**src/rtl/error_decoder_if.sv**
```systemverilog
// error_decoder_if: error-code input and DPWM/compensator status outputs of error_decoder.
interface error_decoder_if;
    logic [3:0] en;
    logic       pwm;
    logic [7:0] duty;
    logic       update;
    logic       sat_hi;
    logic       sat_lo;
    logic       code_err;
    modport master (output en, input pwm, duty, update, sat_hi, sat_lo, code_err);
    modport slave  (input en, output pwm, duty, update, sat_hi, sat_lo, code_err);
endinterface

```
**src/rtl/error_decoder.sv**
```systemverilog
// error_decoder: decodes a 4-bit error code into a clamped duty update driving an 8-bit DPWM.
module error_decoder #(
    parameter int DUTY_INIT  = 128,
    parameter int DUTY_MIN   = 16,
    parameter int DUTY_MAX   = 240,
    parameter int UPDATE_DIV = 4,
    parameter int GAIN_SHIFT = 0
) (
    input  logic            clk,
    input  logic            rst,
    error_decoder_if.slave  bus
);
    typedef enum logic [1:0] {RUN, CALC, CLAMP} state_t;
    localparam logic signed [9:0] SMIN = 10'(DUTY_MIN);
    localparam logic signed [9:0] SMAX = 10'(DUTY_MAX);
    state_t            state;
    logic [7:0]        cnt;
    logic [7:0]        duty_active;
    logic [3:0]        pcnt;
    logic [3:0]        en_q;
    logic signed [9:0] sum;
    logic signed [9:0] en_ext;
    logic signed [9:0] err;
    logic              wrap;
    logic              last;
    logic              bad;
    assign wrap   = cnt == 8'd255;
    assign last   = pcnt == 4'(UPDATE_DIV - 1);
    // codes 5..11 lie outside -4..+4 and contribute nothing
    assign bad    = en_q >= 4'd5 && en_q <= 4'd11;
    assign en_ext = {{6{en_q[3]}}, en_q};
    assign err    = bad ? 10'sd0 : en_ext <<< GAIN_SHIFT;
    always_ff @(posedge clk) begin
        if (rst) begin
            state        <= RUN;
            cnt          <= '0;
            pcnt         <= '0;
            duty_active  <= 8'(DUTY_INIT);
            en_q         <= '0;
            sum          <= '0;
            bus.duty     <= 8'(DUTY_INIT);
            bus.pwm      <= 1'b0;
            bus.update   <= 1'b0;
            bus.sat_hi   <= 1'b0;
            bus.sat_lo   <= 1'b0;
            bus.code_err <= 1'b0;
        end else begin
            cnt        <= cnt + 8'd1;
            bus.pwm    <= cnt < duty_active;
            bus.update <= 1'b0;
            if (wrap) begin
                duty_active <= bus.duty;
                pcnt        <= last ? 4'd0 : pcnt + 4'd1;
            end
            case (state)
                RUN: if (wrap && last) begin
                    en_q  <= bus.en;
                    state <= CALC;
                end
                CALC: begin
                    sum   <= $signed({2'b00, bus.duty}) + err;
                    state <= CLAMP;
                end
                CLAMP: begin
                    bus.duty     <= sum > SMAX ? 8'(DUTY_MAX) : sum < SMIN ? 8'(DUTY_MIN) : sum[7:0];
                    bus.sat_hi   <= sum > SMAX;
                    bus.sat_lo   <= sum < SMIN;
                    bus.code_err <= bad;
                    bus.update   <= 1'b1;
                    state        <= RUN;
                end
                default: state <= RUN;
            endcase
        end
    end
endmodule

```
**src/flat_wrapper.sv**
```systemverilog
// flat-port wrapper written by rule: the top's interface ports become plain ports
module error_decoder_flat 
#(
    parameter int DUTY_INIT  = 128,
    parameter int DUTY_MIN   = 16,
    parameter int DUTY_MAX   = 240,
    parameter int UPDATE_DIV = 4,
    parameter int GAIN_SHIFT = 0
)
  (clk, rst, bus_en, bus_pwm, bus_duty, bus_update, bus_sat_hi, bus_sat_lo, bus_code_err);
  error_decoder_if bus_i ();
  input  logic clk;
  input  logic rst;
  input wire logic [$bits(bus_i.en)-1:0] bus_en;
  output wire logic [$bits(bus_i.pwm)-1:0] bus_pwm;
  output wire logic [$bits(bus_i.duty)-1:0] bus_duty;
  output wire logic [$bits(bus_i.update)-1:0] bus_update;
  output wire logic [$bits(bus_i.sat_hi)-1:0] bus_sat_hi;
  output wire logic [$bits(bus_i.sat_lo)-1:0] bus_sat_lo;
  output wire logic [$bits(bus_i.code_err)-1:0] bus_code_err;
  assign bus_i.en = bus_en;
  assign bus_pwm = bus_i.pwm;
  assign bus_duty = bus_i.duty;
  assign bus_update = bus_i.update;
  assign bus_sat_hi = bus_i.sat_hi;
  assign bus_sat_lo = bus_i.sat_lo;
  assign bus_code_err = bus_i.code_err;
  error_decoder #(.DUTY_INIT(DUTY_INIT), .DUTY_MIN(DUTY_MIN), .DUTY_MAX(DUTY_MAX), .UPDATE_DIV(UPDATE_DIV), .GAIN_SHIFT(GAIN_SHIFT)) u_core (.clk(clk), .rst(rst), .bus(bus_i));
endmodule
```
**config.mk**
```make
export PLATFORM = sky130hd
export DESIGN_NAME = error_decoder_flat
export DESIGN_NICKNAME = d
export VERILOG_FILES = /design/src/rtl/error_decoder_if.sv /design/src/rtl/error_decoder.sv /design/src/flat_wrapper.sv
export SDC_FILE = /design/constraint.sdc
export NUM_CORES = 1
export LEC_CHECK = 0
export BUFFER_PORTS_ARGS = -buffer_cell sky130_fd_sc_hd__buf_2
export CAP_MARGIN = 40
export CORE_ASPECT_RATIO = 0.5
export CORE_UTILIZATION = 59
export CTS_CLUSTER_SIZE = 20
export DETAILED_ROUTE_END_ITERATION = 6
export PLACE_DENSITY = 0.88
export SYNTH_ARGS = -nofsm -noshare
export SYNTH_HDL_FRONTEND = slang
export SYNTH_SLANG_ARGS = --single-unit
```
**constraint.sdc**
```tcl
create_clock -name clk -period 3.15 [get_ports clk]
set_clock_uncertainty 0.1 [all_clocks]
set_input_delay 0.315 -clock clk [delete_from_list [all_inputs] [get_ports clk]]
set_output_delay 0.315 -clock clk [all_outputs]
set_load 0.01 [all_outputs]
```
# After elaboration in Yosys (flattened, before gate mapping)

Index checks and enable logic that the tools add are counted.
W data, S select, Z words.

Bits in registers: 49
Input port bits: 6
Output and inout bits: 13
Word-level logic and storage cells: 36

Add/subtract/negate cells: 3
Order comparisons: 5
Equality and inequality tests: 5
Mux-type cells: 7
Reductions and logical operators: 4

Operators by type and width:

| kind                  | number |
|---|---|
| $mux W8               | 2 |
| $add A9 B10 Y10       | 1 |
| $gt A10 B9 Y1 const B | 1 |
| $lt A10 B6 Y1 const B | 1 |
| $mux W10              | 1 |
| $add A8 B1 Y8 const B | 1 |
| $eq A8 B8 Y1 const B  | 1 |
| $lt A8 B8 Y1          | 1 |
| $add A4 B1 Y4 const B | 1 |
| $eq A4 B2 Y1 const B  | 1 |
| $ge A4 B3 Y1 const B  | 1 |
| $le A4 B4 Y1 const B  | 1 |
| $mux W4               | 1 |
| $pmux W2 S2           | 1 |
| $eq A2 B1 Y1 const B  | 1 |
| $eq A2 B2 Y1 const B  | 1 |
| $logic_and A1 B1 Y1   | 2 |
| $logic_not A2 Y1      | 1 |
| $mux W2               | 1 |
| $ne A2 B1 Y1 const B  | 1 |
| $reduce_and A2 Y1     | 1 |
| $mux W1               | 1 |

# Logic depth before layout (Yosys ltp)

Word-level depth: 4
Mapped depth: 12
Mapped depth without buffers: 12

# Worst setup path after synthesis

Ideal clock, no wire load.

Path kind: register -> register
Start: register u_core.en_q[0]
End: register u_core.sum[6]
Library setup time: 0.062 ns
Data arrival time: 2.269 ns
Required time: 2.988 ns
Setup slack: 0.719 ns
Stages on the path, launching flop included: 13
Buffers on the path: 0
Clock period less this slack: 2.431 ns
Cell sequence: dfxtp_1 -> nor2_1 -> nor3_1 -> a21oi_1 -> and2_1 -> ha_1 -> inv_1 -> fa_1 -> nand2b_1 -> a21oi_1 -> o21ai_0 -> or4_1 -> nand3_1

Longest elaborated chain between the ends: 4
Elaborated cells on any way between the ends: 5
Those cells by class: 1 x add/sub; 2 x order compare; 1 x mux; 1 x reduce/logical

RTL lines:

| what                                         | RTL line            | text |
|---|---|---|
| start, declared                              | error_decoder.sv:20 | `logic [3:0] en_q;` |
| start signal, assigned                       | error_decoder.sv:57 | `en_q <= bus.en;` |
| $ge A4 B3 Y1 or $le A4 B4 Y1 (tied branches) | error_decoder.sv:30 | `assign bad = en_q >= 4'd5 && en_q <= 4'd11;` |
| $logic_and A1 B1 Y1                          | error_decoder.sv:30 |  |
| $mux W10 *                                   | error_decoder.sv:32 | `assign err = bad ? 10'sd0 : en_ext <<< GAIN_SHIFT;` |
| $add A9 B10 Y10 *                            | error_decoder.sv:61 | `sum <= $signed({2'b00, bus.duty}) + err;` |
| end signal, assigned                         | error_decoder.sv:61 |  |
| end, declared                                | error_decoder.sv:21 | `logic signed [9:0] sum;` |

Every way passes the cells marked *; elsewhere a longest branch is shown, timed or not.
A chain may end at the register's enable or synchronous reset.

# Worst setup path in the final report

Ends and elaborated chain as after synthesis.

==> out/results.txt <==
endpoints failing hold: 0
PortBufs: 18
Post-CTS Setup Inserts: 0
unique cell type count in the Yosys netlist: 44
Final Cycle Share: 90.9%
hold depth: 3
All-Layer GR Usage: 26.0%
Nets: 326
crit path launch type: register
power per cell area: 390 nW/µm²
RSZ-0062 raised after global routing: no
Slowest-stage cell, CP: or4_1
# diodes: 0
CTS resizes: 0
reg2reg path depth: 12
maximum net fanout on the critical path: 3
Worst IR Drop VDD: 0.185 mV
synthesized area: 2470 µm²
number of global-route vias before repair: 1848
cells along the critical path: nor2_1 > nor3_1 > a21oi_1 > and2_1 > ha_1 > inv_1 > fa_1 > nand2b_1 > a21oi_1 > o21ai_0 > or4_1 > nand3_1
Clock Tree Buf Depth: 2
CTS sink count: 49
final std cells w/o fill: 356
share of cells above drive strength 1: 10.9%
most frequent CP cell: a21oi_1
initial antenna violation count: 0
post-synthesis register bit count: 49
CTS H-tree lvls: 2
fin area: 2690 µm²
top post-synthesis cells by area: dfxtp_1, ha_1, nor2_1
num ports: 19
Cell Rows: 16
Post-synth EDFFs: 0
async set-reset flop share out of synthesis: 0%
first-pass GRT wire length: 8400 µm
Num CTS Buffers: 5
Tmin final: 2860 ps
Mapped Cells: 285
DRC errors left: 0
Core Footprint: 3960 µm²
Reg2Reg Setup Slack: 290 ps
status: completed
delay of the slowest critical-path stage: 460 ps
Routed Wire Length: 5640 µm
CP endpoint kind: register
Synth top cells by count: nor2_1, dfxtp_1, ha_1
via/cell ratio: 6.01
worst hold path class: in2reg
most frequent cell after synthesis: nor2_1
DRT iter0 DRCs: 166
GRT Residual Overflow: 0
Overall Power: 1.05 mW
WP data arrival: 3020 ps
Syn Area/Cell: 8.67 µm²
Leak: 1.09 nW
MaxCap Viol Count: 0
WP data required: 3300 ps
via count: 2138
Final ANT Viol Nets: 0
WP depth: 12
clk_lat worst skew: 320 ps
dpl cell area: 2600 µm²
CP bufs+invs: 1
Fmax achieved: 349 MHz
Die Y: 47.8 µm
worst slew pin tran: 696 ps
CTS tree: yes
# setup viols final: 0
hold-fix buffer count after cts: 0
Max-Slew Margin vs Limit: 53.6%
Synth Flop Type: dfxtp_1
largest net degree at the start of global routing: 27
Yosys Warn Count: 0
Post-DP HPWL: 3940 µm
Max Slew Vio Count: 0
GP Congestion: 0.858
root buf cell: clkbuf_8
Die X: 93.5 µm
area delta synth->final: 8.96%
area share of the largest cell type after synthesis: 39.7%
Die Area: 4470 µm²
clk slew on worst S/H paths: 100 ps
routed len/inst: 15.8 µm
Placed Cells: 348
post-synthesis sequential area ratio: 39.7%
area leader, netlist: dfxtp_1
critical setup path kind: reg2reg
Pre-Repair DR Iteration Count: 4
setup TNS: 0 ps
Mapped Nets: 310
fin util: 68.0%
family with the most delay on the worst path: simple AND/OR/NAND/NOR gates
starting density of the core: 62.4%
## final timing paths
check,startpoint,endpoint
max,u_core.en_q[0],u_core.sum[6]
min,bus_en[1],u_core.en_q[1]
min reg2reg,u_core.cnt[0],u_core.cnt[0]
max reg2reg,u_core.en_q[0],u_core.sum[6]
## cells by family (layout without fill, tap and decap cells)
group	Yosys count	after routing	synth area share, %
and+or+nand+nor	114	114	23.4
muxes	14	14	5.67
AOI/OAI and AO/OA	55	55	14.5
DFF	49	49	39.7
adders and majority gates	19	19	9.92
xor gates and xnor gates	8	8	2.83
buffers and inverters	26	43	4.00
## worst reg2reg max path, delay by kind of cell, from the launching register on
family	cells	cell delay, ps
AOI/OAI and AO/OA	3	640
adders and majority gates	2	590
buffers and inverters	1	70
DFF	1	330
and+or+nand+nor	6	1060
## cell usage in the layout (no fill, tap or decap), types with 3 or more instances in the layout
cell and n:
nor2_1 50, dfxtp_1 49, ha_1 18, buf_2 18, nand2_1 16, inv_1 15, a21oi_1 15, mux2i_1 14
o21ai_0 11, nor3_1 8, nand3_1 8, a211oi_1 6, xor2_1 5, nand2b_1 5, a22oi_1 5, clkbuf_8 5
nor2b_1 4, nor4b_1 4, a21o_1 4, and2_1 3, xnor2_1 3, nand4_1 3, o21bai_1 3
## area by class of cell
| class | instances | area (µm²) |
|---|---|---|
| clock buffers | 5 | 68.8 |
| inverters | 15 | 56.3 |
| clock inverters | 3 | 22.5 |
| flip-flops and latches | 49 | 981 |
| well taps | 54 | 67.6 |
| repair buffers | 20 | 105 |
| multi-input cells | 210 | 1390 |
| fillers | 316 | 1270 |
## metal layers
metal	vias to the layer above	track usage (%)	part of all wire, %
li1	1039	-	-
met1	1000	32.0	45
met2	76	44.0	46
met3	23	6.19	6.2
met4	0	15.4	3.2
met5	-	0	0
## where the power goes
| group | internal (mW) | total [mW] | switching, mW |
|---|---|---|---|
| registers | 0.623 | 0.628 | 0.00455 |
| clock network | 0.158 | 0.390 | 0.232 |
| logic | 0.0119 | 0.0316 | 0.0197 |
## metrics by stage
step / setup WS, ps / hold WS [ps]
floorplan: 719 / 333
detailed placement: 443 / 373
global placement: 582 / 351
CTS: 326 / 138
finish: 286 / 134
global route: 140 / 145
## registers in the layout, indices dropped and copies added (netlist names), 2 cells and up
name / flops
u_core.bus.duty: 8
u_core.en_q: 4
u_core.pcnt: 4
u_core.state: 2
u_core.duty_active: 8
u_core.sum: 10
u_core.cnt: 8
Note: power is estimated with default switching activity, not from simulation.
